$ cat config.mk
export PLATFORM = sky130hd
export DESIGN_NAME = pipe_reg_flat
export DESIGN_NICKNAME = d
export VERILOG_FILES = /design/src/rtl/pipe_reg_pkg.sv /design/src/rtl/pipe_reg_if.sv /design/src/rtl/pipe_reg.sv /design/src/flat_wrapper.sv
export SDC_FILE = /design/constraint.sdc
export NUM_CORES = 1
export LEC_CHECK = 0
export ABC_AREA = 0
export CAP_MARGIN = 20
export CORE_MARGIN = 2
export CORE_UTILIZATION = 40
export DETAILED_ROUTE_END_ITERATION = 16
export PLACE_DENSITY = 0.73
export SYNTH_ARGS = -nofsm -noshare
export SYNTH_HDL_FRONTEND = slang
export SYNTH_SLANG_ARGS = --single-unit
export TNS_END_PERCENT = 20
$ cat constraint.sdc
create_clock -name clk -period 1.8 [get_ports clk]
set_input_delay 0.18 -clock clk [delete_from_list [all_inputs] [get_ports clk]]
set_output_delay 0.18 -clock clk [all_outputs]
set_load 0.005 [all_outputs]
$ cat src/rtl/pipe_reg_pkg.sv
// Shared definitions for pipeline-stage registers and future pipe FIFOs.
// Occupancy encodings for the skid-buffered stage.
package pipe_reg_pkg;

    localparam logic [1:0] PIPE_EMPTY = 2'd0;
    localparam logic [1:0] PIPE_BUSY  = 2'd1;
    localparam logic [1:0] PIPE_FULL  = 2'd2;

endpackage

$ cat src/rtl/pipe_reg_if.sv
// Valid/ready payload channel between pipeline stages.
// master drives valid/data, slave drives ready.
interface pipe_reg_if #(
    parameter int width = 32
);

    logic             valid;
    logic             ready;
    logic [width-1:0] data;

    modport master (
        output valid,
        output data,
        input  ready
    );

    modport slave (
        input  valid,
        input  data,
        output ready
    );

endinterface

$ cat src/rtl/pipe_reg.sv
// Pipeline-stage register with valid/ready handshake and sync flush.
// SKID=1 adds a second entry so in_ready no longer depends on out_ready.
module pipe_reg
    import pipe_reg_pkg::*;
#(
    parameter int               width      = 32,
    parameter logic [width-1:0] flush_data = '0,
    parameter bit               SKID       = 1'b1
) (
    input  logic       clk,
    input  logic       rst,
    input  logic       flush,
    pipe_reg_if.slave  in_if,
    pipe_reg_if.master out_if
);

    logic             in_ready;
    logic             in_fire;
    logic             out_valid;
    logic             out_fire;
    logic [width-1:0] out_data;

    assign in_if.ready  = in_ready;
    assign out_if.valid = out_valid;
    assign out_if.data  = out_data;

    assign in_fire  = in_if.valid & in_ready;
    assign out_fire = out_valid & out_if.ready;

    generate
        if (SKID) begin : g_skid
            logic [1:0]       state_q, state_d;
            logic [width-1:0] main_q, main_d;
            logic [width-1:0] skid_q, skid_d;

            // Only registered state feeds in_ready, cutting the ready path.
            assign in_ready  = (state_q != PIPE_FULL) & !flush;
            assign out_valid = (state_q != PIPE_EMPTY);
            assign out_data  = main_q;

            always_comb begin
                state_d = state_q;
                main_d  = main_q;
                skid_d  = skid_q;
                if (flush) begin
                    state_d = PIPE_EMPTY;
                    main_d  = flush_data;
                    skid_d  = flush_data;
                end else begin
                    unique case (state_q)
                        PIPE_EMPTY: begin
                            if (in_fire) begin
                                state_d = PIPE_BUSY;
                                main_d  = in_if.data;
                            end
                        end
                        PIPE_BUSY: begin
                            if (in_fire && out_fire) begin
                                main_d = in_if.data;
                            end else if (in_fire) begin
                                state_d = PIPE_FULL;
                                skid_d  = in_if.data;
                            end else if (out_fire) begin
                                state_d = PIPE_EMPTY;
                            end
                        end
                        PIPE_FULL: begin
                            if (out_fire) begin
                                state_d = PIPE_BUSY;
                                main_d  = skid_q;
                            end
                        end
                        default: state_d = PIPE_EMPTY;
                    endcase
                end
            end

            always_ff @(posedge clk or negedge rst) begin
                if (!rst) begin
                    state_q <= PIPE_EMPTY;
                    main_q  <= flush_data;
                    skid_q  <= flush_data;
                end else begin
                    state_q <= state_d;
                    main_q  <= main_d;
                    skid_q  <= skid_d;
                end
            end
        end else begin : g_bare
            logic             valid_q, valid_d;
            logic [width-1:0] main_q, main_d;

            assign in_ready  = (!valid_q | out_if.ready) & !flush;
            assign out_valid = valid_q;
            assign out_data  = main_q;

            always_comb begin
                valid_d = valid_q;
                main_d  = main_q;
                if (flush) begin
                    valid_d = 1'b0;
                    main_d  = flush_data;
                end else if (in_fire) begin
                    valid_d = 1'b1;
                    main_d  = in_if.data;
                end else if (out_fire) begin
                    valid_d = 1'b0;
                end
            end

            always_ff @(posedge clk or negedge rst) begin
                if (!rst) begin
                    valid_q <= 1'b0;
                    main_q  <= flush_data;
                end else begin
                    valid_q <= valid_d;
                    main_q  <= main_d;
                end
            end
        end
    endgenerate

endmodule

$ cat src/flat_wrapper.sv
// flat-port wrapper written by rule: the top's interface ports become plain ports
module pipe_reg_flat import pipe_reg_pkg::*;
#(
    parameter int               width      = 32,
    parameter logic [width-1:0] flush_data = '0,
    parameter bit               SKID       = 1'b1
)
  (clk, rst, flush, in_if_valid, in_if_data, in_if_ready, out_if_valid, out_if_data, out_if_ready);
  pipe_reg_if #(.width(width)) in_if_i ();
  pipe_reg_if #(.width(width)) out_if_i ();
  input  logic clk;
  input  logic rst;
  input  logic flush;
  input wire logic [$bits(in_if_i.valid)-1:0] in_if_valid;
  input wire logic [$bits(in_if_i.data)-1:0] in_if_data;
  output wire logic [$bits(in_if_i.ready)-1:0] in_if_ready;
  output wire logic [$bits(out_if_i.valid)-1:0] out_if_valid;
  output wire logic [$bits(out_if_i.data)-1:0] out_if_data;
  input wire logic [$bits(out_if_i.ready)-1:0] out_if_ready;
  assign in_if_i.valid = in_if_valid;
  assign in_if_i.data = in_if_data;
  assign in_if_ready = in_if_i.ready;
  assign out_if_valid = out_if_i.valid;
  assign out_if_data = out_if_i.data;
  assign out_if_i.ready = out_if_ready;
  pipe_reg #(.width(width), .flush_data(flush_data), .SKID(SKID)) u_core (.clk(clk), .rst(rst), .flush(flush), .in_if(in_if_i), .out_if(out_if_i));
endmodule
==> out/results.ini, run 1 <==
[outcome]
status=complete, no violations

[placed_design]
detailed_place_hpwl_um=4370
gp_congestion=0.728
pre_cts_slack_ns=-0.0981
place_inst=429
portBuffers=70

[detailed_routing]
wl_per_cell_um=15.2
viasPerCell=4.90
drt_iter0_markers=92
drcViolationCount=0
vias=2196
wirelength_um=6820
ant_nets=0
drt_pass1_iterations=4

[clocking]
cts_max_level=3
clockBufferDepth=2
cts_buffers=9
cts_root_buffer=clkbuf_8
cts_tree=done
clk_latency_ns=0.33
clkSinkCount=66
clk_pin_slew_ns=0.07

[synth]
synth_top_area_share=0.532
synth_compound_area_frac=0.155
yosys.area_share.simple=0.123
synth_nets=300
synthXorXnorAreaFrac=0
synth_seq_cells=66
synthMuxAreaShare=0.152
yosys.area.top_type=dfrtp_1
synthCells=263
seq_area_frac_synth=0.532
synthAdderAreaFrac=0
avgSynthCellArea_um2=11.8
synth_top_family_by_area=compound AO/OA/AOI/OAI gates
synth_area_leaders=dfrtp_1 (53%), mux2_4 (14%), a22o_1 (9.0%)
syn_area_um2=3110
ys.warnings.count=0
synth_cell_types=22

[floorplan]
fp.dieH_um=92.1
pin_count=71
die_w_um=92.1
initial_core_util=0.408
rows=32
die_area_um2=8490
coreArea_um2=7610

[grt]
grt_use_total=0.170
grt_pass1_wl_um=11300
overflow=0
grt_max_degree=39
first_global_vias=2337
grt_antenna_before_repair=0

[timing]
hold_viol=0
setup_slack_ns=0.0731
min_period_ns=1.73
worst_slew_pin_slew_ns=0.662
slew_violations=0
slew_headroom=0.558
setup_viol_count_final=0
skew_ns=0.00964
rsz0062_at_grt=no
timing.fmax_mhz=579
finalCritPeriodShare=0.959

[worst_setup_path]
end_kind=flip-flop
crit_path_max_incr_delay_ns=0.39
cp.required_ns=2.01
path_class=reg2reg
cp_slowest_cell=dfrtp_1
path_max_fanout=19
worstPathArrival_ns=1.93
start_kind=flip-flop
worstPathCellList=buf_4 > nor2b_1 > o21ai_1 > nand2_2 > buf_12 > mux2_4

[layout]
num_antenna_cells=0
drive_above_1_share=0.205
multi_input_area_um2=1370
register_area_um2=1650
utilization=0.558
fin_nets=379
syn_to_final_growth_pct=36.6
nFillCells=664
instances_no_fill=448

[power]
total_power_mw=3.55
ir_drop_mv=0.337
p_leak_nw=1.92
powerDensity_nw_per_um2=837

[run]
drv_cap=0

[hold_path]
hp-class=in2async

-- power breakdown --
group / leakage [nW] / switching [mW] / internal (mW)
Combinational: 0.964 / 0.257 / 0.422
Clock: 0.101 / 0.542 / 0.640
Sequential: 0.856 / 0.0781 / 1.61
Total: 1.92 / 0.877 / 2.68
-- path summary, 6_finish.rpt --
kind | startpoint | end | slack [ns] | depth (start not counted)
max | u_core.g_skid.state_q[1] | u_core.out_if.data[9] | 0.07 | 6
min | rst | u_core.g_skid.skid_q[16] | 0.44 | 2
max reg2reg | u_core.g_skid.state_q[1] | u_core.out_if.data[9] | 0.07 | 6
min reg2reg | u_core.g_skid.skid_q[10] | u_core.g_skid.skid_q[10] | 0.49 | 2
max in group asynchronous | rst | u_core.out_if.data[6] | 0.75 | 3
min in group clk | in_if_data[26] | u_core.g_skid.skid_q[26] | 0.45 | 3
-- worst max-delay path, delay by kind of cell, from the launching register on --
| kind | cells | cell delay, ns |
|---|---|---|
| flops | 1 | 0.39 |
| mux | 1 | 0.31 |
| buf+inv | 2 | 0.35 |
| compound gates | 1 | 0.15 |
| simple gates | 2 | 0.41 |
-- through the flow --
step	TNS, ns	hold WS (ns)	instance area [µm²]
floorplan	0	-0.116	3110
global placement	-1.83	0.242	4010
detailed placement	-2.72	0.252	4010
CTS	0	0.438	4230
global route	0	0.458	4240
finish	0	0.436	4240
-- registers in the layout (all words and copies together) (netlist names) --
register	cells
u_core.g_skid.skid_q	32
u_core.g_skid.state_q	2
u_core.out_if.data	32
-- synth_stat cells (all sizes together) --
master and instances:
a21oi 3, nor3 2, a31oi 1, clkbuf 5, inv 2, mux2 32, or2 1, o21bai 1
dfrtp 66, a22o 32, o21ai 33, buf 15, nand2b 32, nand2 33, nor2 1, nor2b 4
-- cell families after synthesis --
group,count (synthesis)
simple gates,73
compound gates,70
flops,66
mux,32
buf+inv,22
-- repair_timing --
item / CTS / global route
hold buffers: 1 / 0
resized for setup: 4 / 1
cloned: 0 / 1
endpoints found under the hold margin: 26 / 0
setup buffers: 2 / 0
endpoints found under the setup margin: 2 / 32
pin swaps: 1 / 0
-- cell usage in the layout (no fill, tap or decap), types with 4 or more instances in the layout --
| master | n |
|---|---|
| o21ai_1 | 29 |
| buf_12 | 6 |
| clkdlybuf4s50_1 | 67 |
| a22o_1 | 32 |
| dfrtp_1 | 66 |
| clkbuf_8 | 13 |
| buf_4 | 10 |
| nand2_1 | 32 |
| o21ai_0 | 4 |
| mux2_4 | 30 |
| nand2b_1 | 32 |
-- per-layer routing --
metal | vias to the layer above | routed length, µm | part of all wire | track usage
met5 | - | 0 | 0 | 0
met4 | 0 | 110 | 0.016 | 0.0734
met3 | 9 | 326 | 0.048 | 0.0320
met2 | 69 | 3340 | 0.49 | 0.272
met1 | 1050 | 3040 | 0.45 | 0.226
li1 | 1068 | - | - | -
-- cell type report --
class                      instances  area share
sequential                        66       0.389
multi-input combinational        176       0.323
timing repair buffer              87       0.212
clock buffer                      13      0.0422
tap                              102      0.0301
clock inverter                     2     0.00236
inverter                           2     0.00177
No activity file was read; power rests on OpenSTA's default activity.
==> run 2: changes to the inputs <==
--- a/config.mk
+++ b/config.mk
@@ -11,6 +11,7 @@
 export CORE_UTILIZATION = 40
 export DETAILED_ROUTE_END_ITERATION = 16
 export PLACE_DENSITY = 0.73
+export SLEW_MARGIN = 40
 export SYNTH_ARGS = -nofsm -noshare
 export SYNTH_HDL_FRONTEND = slang
 export SYNTH_SLANG_ARGS = --single-unit
==> results of run 2 <==
Final layout, timing and power as in run 1 (identical DEF).
